$ cat src/rtl/digit_scan_ctrl.sv
// Time-multiplexed 8-digit scanner: 8x4 register file, IDLE/SHOW/GAP sequencer driving a 3-to-8 select decoder.
// Optional hex-to-7-segment output `seg` is compiled in when DIGIT_SCAN_SEG_EN is defined.
module digit_scan_ctrl #(
    parameter int DIV   = 50000,
    parameter int BLANK = 4
) (
    input  logic       clk,
    input  logic       rst_n,
    input  logic       run,
    input  logic [2:0] num_digits,
    input  logic       wr_en,
    input  logic [2:0] wr_addr,
    input  logic [3:0] wr_data,
    output logic [2:0] sel,
    output logic       sel_en,
    output logic [3:0] digit
`ifdef DIGIT_SCAN_SEG_EN
    ,
    output logic [6:0] seg
`endif
);

    localparam int DW       = (DIV > 1) ? $clog2(DIV) : 1;
    localparam int BW       = (BLANK > 1) ? $clog2(BLANK) : 1;
    localparam int BLANK_M1 = (BLANK > 0) ? BLANK - 1 : 0;
    localparam logic [DW-1:0] DIV_LAST   = DW'(DIV - 1);
    localparam logic [BW-1:0] BLANK_LAST = BW'(BLANK_M1);

    typedef enum logic [1:0] {IDLE = 2'd0, SHOW = 2'd1, GAP = 2'd2} state_t;

    state_t          state_q, state_d;
    logic [2:0]      sel_q, sel_d, sel_adv;
    logic            sel_en_q, sel_en_d;
    logic [DW-1:0]   cnt_q, cnt_d;
    logic [BW-1:0]   gcnt_q, gcnt_d;
    logic [3:0]      mem_q [8];

    // Register file; cleared by reset so `digit` reads 0 out of reset.
    always_ff @(posedge clk or negedge rst_n) begin
        if (!rst_n) begin
            for (int i = 0; i < 8; i++) mem_q[i] <= 4'h0;
        end else if (wr_en) begin
            mem_q[wr_addr] <= wr_data;
        end
    end

    always_ff @(posedge clk or negedge rst_n) begin
        if (!rst_n) begin
            state_q  <= IDLE;
            sel_q    <= 3'd0;
            sel_en_q <= 1'b0;
            cnt_q    <= '0;
            gcnt_q   <= '0;
        end else begin
            state_q  <= state_d;
            sel_q    <= sel_d;
            sel_en_q <= sel_en_d;
            cnt_q    <= cnt_d;
            gcnt_q   <= gcnt_d;
        end
    end

    // num_digits is only consulted here, so a shrink lands at the next advance.
    assign sel_adv = (sel_q >= num_digits) ? 3'd0 : sel_q + 3'd1;

    always_comb begin
        state_d = state_q;
        sel_d   = sel_q;
        cnt_d   = cnt_q;
        gcnt_d  = gcnt_q;
        if (!run) begin
            state_d = IDLE;
            sel_d   = 3'd0;
            cnt_d   = '0;
            gcnt_d  = '0;
        end else begin
            case (state_q)
                IDLE: begin
                    state_d = SHOW;
                    sel_d   = 3'd0;
                    cnt_d   = '0;
                end
                SHOW: begin
                    if (cnt_q == DIV_LAST) begin
                        cnt_d = '0;
                        if (BLANK > 0) begin
                            state_d = GAP;
                            gcnt_d  = '0;
                        end else begin
                            sel_d = sel_adv;
                        end
                    end else begin
                        cnt_d = cnt_q + 1'b1;
                    end
                end
                GAP: begin
                    if (gcnt_q == BLANK_LAST) begin
                        state_d = SHOW;
                        sel_d   = sel_adv;
                        gcnt_d  = '0;
                        cnt_d   = '0;
                    end else begin
                        gcnt_d = gcnt_q + 1'b1;
                    end
                end
                default: begin
                    state_d = IDLE;
                    sel_d   = 3'd0;
                    cnt_d   = '0;
                    gcnt_d  = '0;
                end
            endcase
        end
    end

    // Enable is registered from the next state so the decoder never sees a decode glitch.
    assign sel_en_d = (state_d == SHOW);

    always_comb begin
        sel    = sel_q;
        sel_en = sel_en_q;
        digit  = mem_q[sel_q];
`ifdef DIGIT_SCAN_SEG_EN
        case (mem_q[sel_q])
            4'h0: seg = 7'h3F;
            4'h1: seg = 7'h06;
            4'h2: seg = 7'h5B;
            4'h3: seg = 7'h4F;
            4'h4: seg = 7'h66;
            4'h5: seg = 7'h6D;
            4'h6: seg = 7'h7D;
            4'h7: seg = 7'h07;
            4'h8: seg = 7'h7F;
            4'h9: seg = 7'h6F;
            4'hA: seg = 7'h77;
            4'hB: seg = 7'h7C;
            4'hC: seg = 7'h39;
            4'hD: seg = 7'h5E;
            4'hE: seg = 7'h79;
            default: seg = 7'h71;
        endcase
`endif
    end

endmodule

$ cat config.mk
export PLATFORM = sky130hd
export DESIGN_NAME = digit_scan_ctrl
export DESIGN_NICKNAME = d
export VERILOG_FILES = /design/src/rtl/digit_scan_ctrl.sv
export SDC_FILE = /design/constraint.sdc
export NUM_CORES = 1
export LEC_CHECK = 0
export CORE_MARGIN = 10
export CORE_UTILIZATION = 35
export DETAILED_ROUTE_END_ITERATION = 7
export PLACE_DENSITY = 0.61
export RECOVER_POWER = 100
export SYNTH_ARGS = -nofsm -noshare
export SYNTH_HDL_FRONTEND = slang
export SYNTH_SLANG_ARGS = --single-unit
$ cat constraint.sdc
create_clock -name clk -period 2.74 [get_ports clk]
set_input_delay 0.274 -clock clk [delete_from_list [all_inputs] [get_ports clk]]
set_output_delay 0.274 -clock clk [all_outputs]
set_load 0.05 [all_outputs]
## Word-level counts from Yosys, hierarchy flattened

Cells that the tools add are included.

- Muxes and demuxes: 22
- $lt $le $gt $ge: 4
- Bitwise operators: 2
- $add $sub $neg: 3
- Reductions and logical operators: 4
- Eq/ne operators: 9

Operator list:

| kind | count |
|---|---|
| $mux W16 | 3 |
| $bwmux W32 | 1 |
| $pmux W16 S2 | 1 |
| $add A16 B1 Y16 const B | 1 |
| $eq A16 B16 Y1 const B | 1 |
| $bmux W4 S3 | 1 |
| $demux W4 S3 | 1 |
| $mux W2 | 6 |
| $mux W4 | 3 |
| $pmux W2 S3 | 2 |
| $mux W3 | 3 |
| $ge A4 B4 Y1 const B | 2 |
| $not A3 Y4 | 2 |
| $ne A3 B3 Y1 const B | 2 |
| $pmux W3 S2 | 1 |
| $eq A2 B1 Y1 const B | 2 |
| $eq A2 B2 Y1 const B | 2 |
| $lt A4 B1 Y1 const B | 1 |
| $ne A2 B2 Y1 const B | 2 |
| $reduce_and A2 Y1 | 2 |
| $add A3 B1 Y3 const B | 1 |
| $ge A3 B3 Y1 | 1 |
| $add A2 B1 Y2 const B | 1 |
| $logic_not A2 Y1 | 1 |
| $logic_and A1 B1 Y1 | 1 |

- Register bits after elaboration: 56
- Input bits: 14

## Logic depth before layout (Yosys ltp)

- Word-level depth: 6
- Depth in mapped cells: 7
- Gate-level depth less buffers: 6

## Worst setup path before layout

Ideal clock, no wire load.

- Kind: reg2out
- Start point: reg sel_q[0] (netlist: sel[0])
- End point: out digit[0]
- Data arrival time: 2.076 ns
- Buffers on the path: 1
- Path slack: 0.390 ns
- Stages on the path, launching flop included: 4
- Cell sequence: dfrtp_1 > clkbuf_1 > mux4_2 > mux2_2

- Longest elaborated chain between the ends: 4

RTL lines:

| element | RTL line | RTL |
|---|---|---|
| start: declaration | 32 | `logic [2:0] sel_q, sel_d, sel_adv;` |
| start signal: assignment | 56 | `sel_q <= sel_d;` |
| $not A3 Y4 (implied by the code) | 122 | `digit = mem_q[sel_q];` |
| $bmux W4 S3 | 122 |  |
| $mux W4 (implied by the code) (2 in series) | 122 |  |
| end: declaration | 16 | `output logic [3:0] digit` |

No other way between the ends. The select of a mux whose other input is x is not followed.

## Worst setup path in the final report

- Start point: reg sel_q[0] (netlist: sel[0])
- End point: out digit[3]

The elaborated chain is that of the path after synthesis.

==> summary.md <==
| Metric | Value |
|---|---|
| DR vias/cell | 5.20 |
| CP Launch Type | register |
| Initial Util | 36.3% |
| Post-route setup TNS | 0 ps |
| Synth Register Bits | 56 |
| Leak | 1.30 nW |
| Crit-path max FO | 11 |
| Post-CTS sizing | 0 |
| Rel. slew slack | -44.1% |
| Setup CP Type | reg -> out |
| Peak Freq | 439 MHz |
| Num CTS Buffers | 5 |
| Remaining Overflow, GRT | 0 |
| Final min period | 2280 ps |
| Die Height | 110 um |
| Nets | 283 |
| Ratio of cells with drive above 1 in the final layout | 22.3% |
| Met1 Use GR | 13.8% |
| Clk Tree Root Cell | clkbuf_8 |
| GR peak layer | met2 |
| CP max-delay cell | mux4_2 |
| Clock Latency Late Sink | 310 ps |
| Failing checks | max-capacitance violations, max-slew violations |
| Die W | 110 um |
| Vias | 1903 |
| VDD IR max | 326 uV |
| ANT cells | 0 |
| Required time of the critical path | 2470 ps |
| Post-synthesis cell type count | 44 |
| Largest net degree at the start of global routing | 41 |
| Pre-Repair DR Iteration Count | 4 |
| First-pass GRT wire length | 9920 um |
| Worst path top cell family by delay | multiplexers |
| Post-DRT Antenna Nets | 0 |
| CTS tree | built |
| Post-DR wirelength/cell | 16.3 um |
| Hold path startpoint | mem_q[19] |
| Area growth syn-to-layout | 15.8% |
| Detailed Place HPWL | 4280 um |
| Cell taking the most area after synthesis | dfrtp_1 |
| Critical Path Start | sel[0] |
| Filler Cells Inserted | 767 |
| Post-synthesis average cell area | 12.2 um^2 |
| CTS HTree Levels | 2 |
| Hold_buf cts | 0 |
| Max-slew violations | 41 |
| Post-synthesis sequential area ratio | 49.4% |
| # IOs | 22 |
| Hold Path Class | reg -> reg |
| Critical-path cell list | buf_4 -> mux4_2 -> mux2_2 -> clkbuf_1 |
| Post-layout util | 42.1% |
| Core area | 0.00781 mm^2 |
| Flop2flop setup slack | 670 ps |
| Final Cell Area | 0.00329 mm^2 |
| GP Congestion | 0.759 |
| Placed cell area | 0.00320 mm^2 |
| Max cap viols | 1 |
| Met3 Usage GRT | 2.26% |
| Clock transition at path regs | 100 ps |
| Reg2reg path depth | 6 |
| CP bufs+invs | 2 |
| PortBufs | 21 |
| Synth Instances | 232 |
| Pwr Density | 569 mW/mm^2 |
| Min-Delay Path Depth | 1 |
| FF-to-FF Start | gcnt_q[0] |
| Clock Skew | 4.28 ps |
| Die ar. | 0.0121 mm^2 |
| RSZ-0062 raised after global routing | false |
| # rows | 32 |
| # DRC | 0 |
| Vias in the first global route | 1999 |
| Synth top area cells | dfrtp_1 (49%), mux2_2 (14%), mux4_2 (6.3%) |
| Clock sinks | 56 |
| Worst path depth | 4 |
| Final setup fails | 0 |
| Setup Buffers After CTS | 0 |
| Crit end category | output pin |
| Cell Area, Synth | 0.00284 mm^2 |
| Routed WL | 5960 um |
| Synth top area share | 49.4% |
| Tcrit/Tclk final | 83.2% |
| Clock Path Buffers | 2 |
| Worst-margin pin slew | 2160 ps |
| Mapped Nets | 252 |
| Slowest cell delay on critical path | 540 ps |
| Crit path DAT | 2010 ps |
| Initial antenna violation count | 0 |
| Initial drt markers | 42 |
| Final-report hold violation count | 0 |
| Run status | finished, violations left |
| GR Layer Usage met2 | 16.8% |
| Tot GR Track Use | 10.4% |
| YS warnings | 0 |
layout by cell type (no fill, tap or decap), types with 2 or more instances in the layout:
| master | n |
|---|---|
| nand2_1 | 14 |
| nor3b_1 | 5 |
| nor4b_1 | 3 |
| a21oi_1 | 4 |
| nand2b_1 | 2 |
| clkdlybuf4s50_1 | 10 |
| nand4b_1 | 3 |
| inv_1 | 7 |
| nor3_1 | 5 |
| mux4_2 | 8 |
| ha_1 | 6 |
| nand3_1 | 4 |
| mux2_2 | 36 |
| a32o_1 | 4 |
| dlygate4sd3_1 | 6 |
| xnor2_1 | 6 |
| nor4_1 | 4 |
| nand4_1 | 8 |
| or3_1 | 2 |
| clkbuf_1 | 11 |
| dfrtp_1 | 56 |
| and3_1 | 3 |
| o31ai_1 | 2 |
| clkbuf_8 | 7 |
| nor2b_1 | 3 |
| buf_4 | 3 |
| nor2_1 | 12 |
| and4_1 | 2 |
| nand4bb_1 | 2 |
| o21ai_0 | 6 |
| xor2_1 | 4 |
state kept, by name (all words and copies together) (netlist names):
signal,flops
sel_en,1
mem_q,32
cnt_q,16
gcnt_q,2
sel,3
state_q,2
cells by family (layout without fill, tap and decap cells):
logic type / count (synthesis) / count (layout) / share of synthesized area (%)
fa+ha+maj: 6 / 6 / 2.65
flops: 56 / 56 / 49.4
xor+xnor: 10 / 10 / 3.09
buf+inv: 14 / 46 / 2.16
compound gates: 23 / 23 / 5.64
mux: 44 / 44 / 20.6
simple gates: 79 / 79 / 16.4
metal layers:
metal  part of all wire [%]  vias to the layer above
met2                     47                       23
met5                      0                        -
met1                     49                      941
met4                   0.81                        0
met3                    2.7                        8
li1                       -                      931
final timing paths:
kind	endpoint
worst max-delay path	digit[3]
worst min-delay path	mem_q[19]
worst max register to register	cnt_q[14]
worst min register to register	mem_q[19]
max in group asynchronous	mem_q[9]
min in group asynchronous	cnt_q[11]
cell type report:
| class | count | area, um^2 | share of cell area [%] |
|---|---|---|---|
| Clock buffer | 7 | 96.3 | 2.93 |
| Multi-Input combinational cell | 162 | 1380 | 41.9 |
| Tap cell | 102 | 128 | 3.88 |
| Inverter | 7 | 26.3 | 0.800 |
| Sequential cell | 56 | 1400 | 42.7 |
| Clock inverter | 1 | 30.0 | 0.914 |
| Timing Repair Buffer | 31 | 229 | 6.97 |
power by group:
group / switching [W] / internal [W] / total, W / leakage (nW)
logic: 0.000141 / 0.000153 / 0.000294 / 0.526
registers: 0.0000527 / 0.000932 / 0.000985 / 0.714
clock network: 0.000268 / 0.000323 / 0.000591 / 0.0645
worst register-to-register path, stage by stage (launching register included):
cell and delay, ps:
dfrtp_1 410, ha_1 290, nor4bb_1 420, clkbuf_1 350
nor4_1 160, and3_1 210, nor3_1 150
metrics by stage:
step | std cells | power (W) | setup WS [ps] | hold slack, ps
3_5_place_dp | 358 | 0.00132 | 621 | 464
3_3_place_gp | 358 | 0.00130 | 671 | 459
6_report | 366 | 0.00187 | 460 | 511
4_1_cts | 366 | 0.00191 | 500 | 115
5_1_grt | 366 | 0.00195 | 366 | 524
2_1_floorplan | 232 | 0.00120 | 390 | -21.6
synthesized netlist by cell type, drive strengths merged:
master,number
dfrtp,56
mux2,36
nand2,14
nor2,12
mux4,8
nand4,8
inv,7
clkbuf,6
ha,6
o21ai,6
xnor2,6
nor3,5
nor3b,5
a21oi,4
a32o,4
nand3,4
nor4,4
xor2,4
and3,3
nand4b,3
nor2b,3
nor4b,3
and4,2
nand2b,2
nand4bb,2
o31ai,2
or3,2
a31o,1
and2,1
and2b,1
buf,1
nor4bb,1
o211ai,1
o21a,1
o21bai,1
o221ai,1
o22ai,1
o311ai,1
or2,1
or3b,1
or4,1
or4b,1
Note: power is estimated with default switching activity, not from simulation.
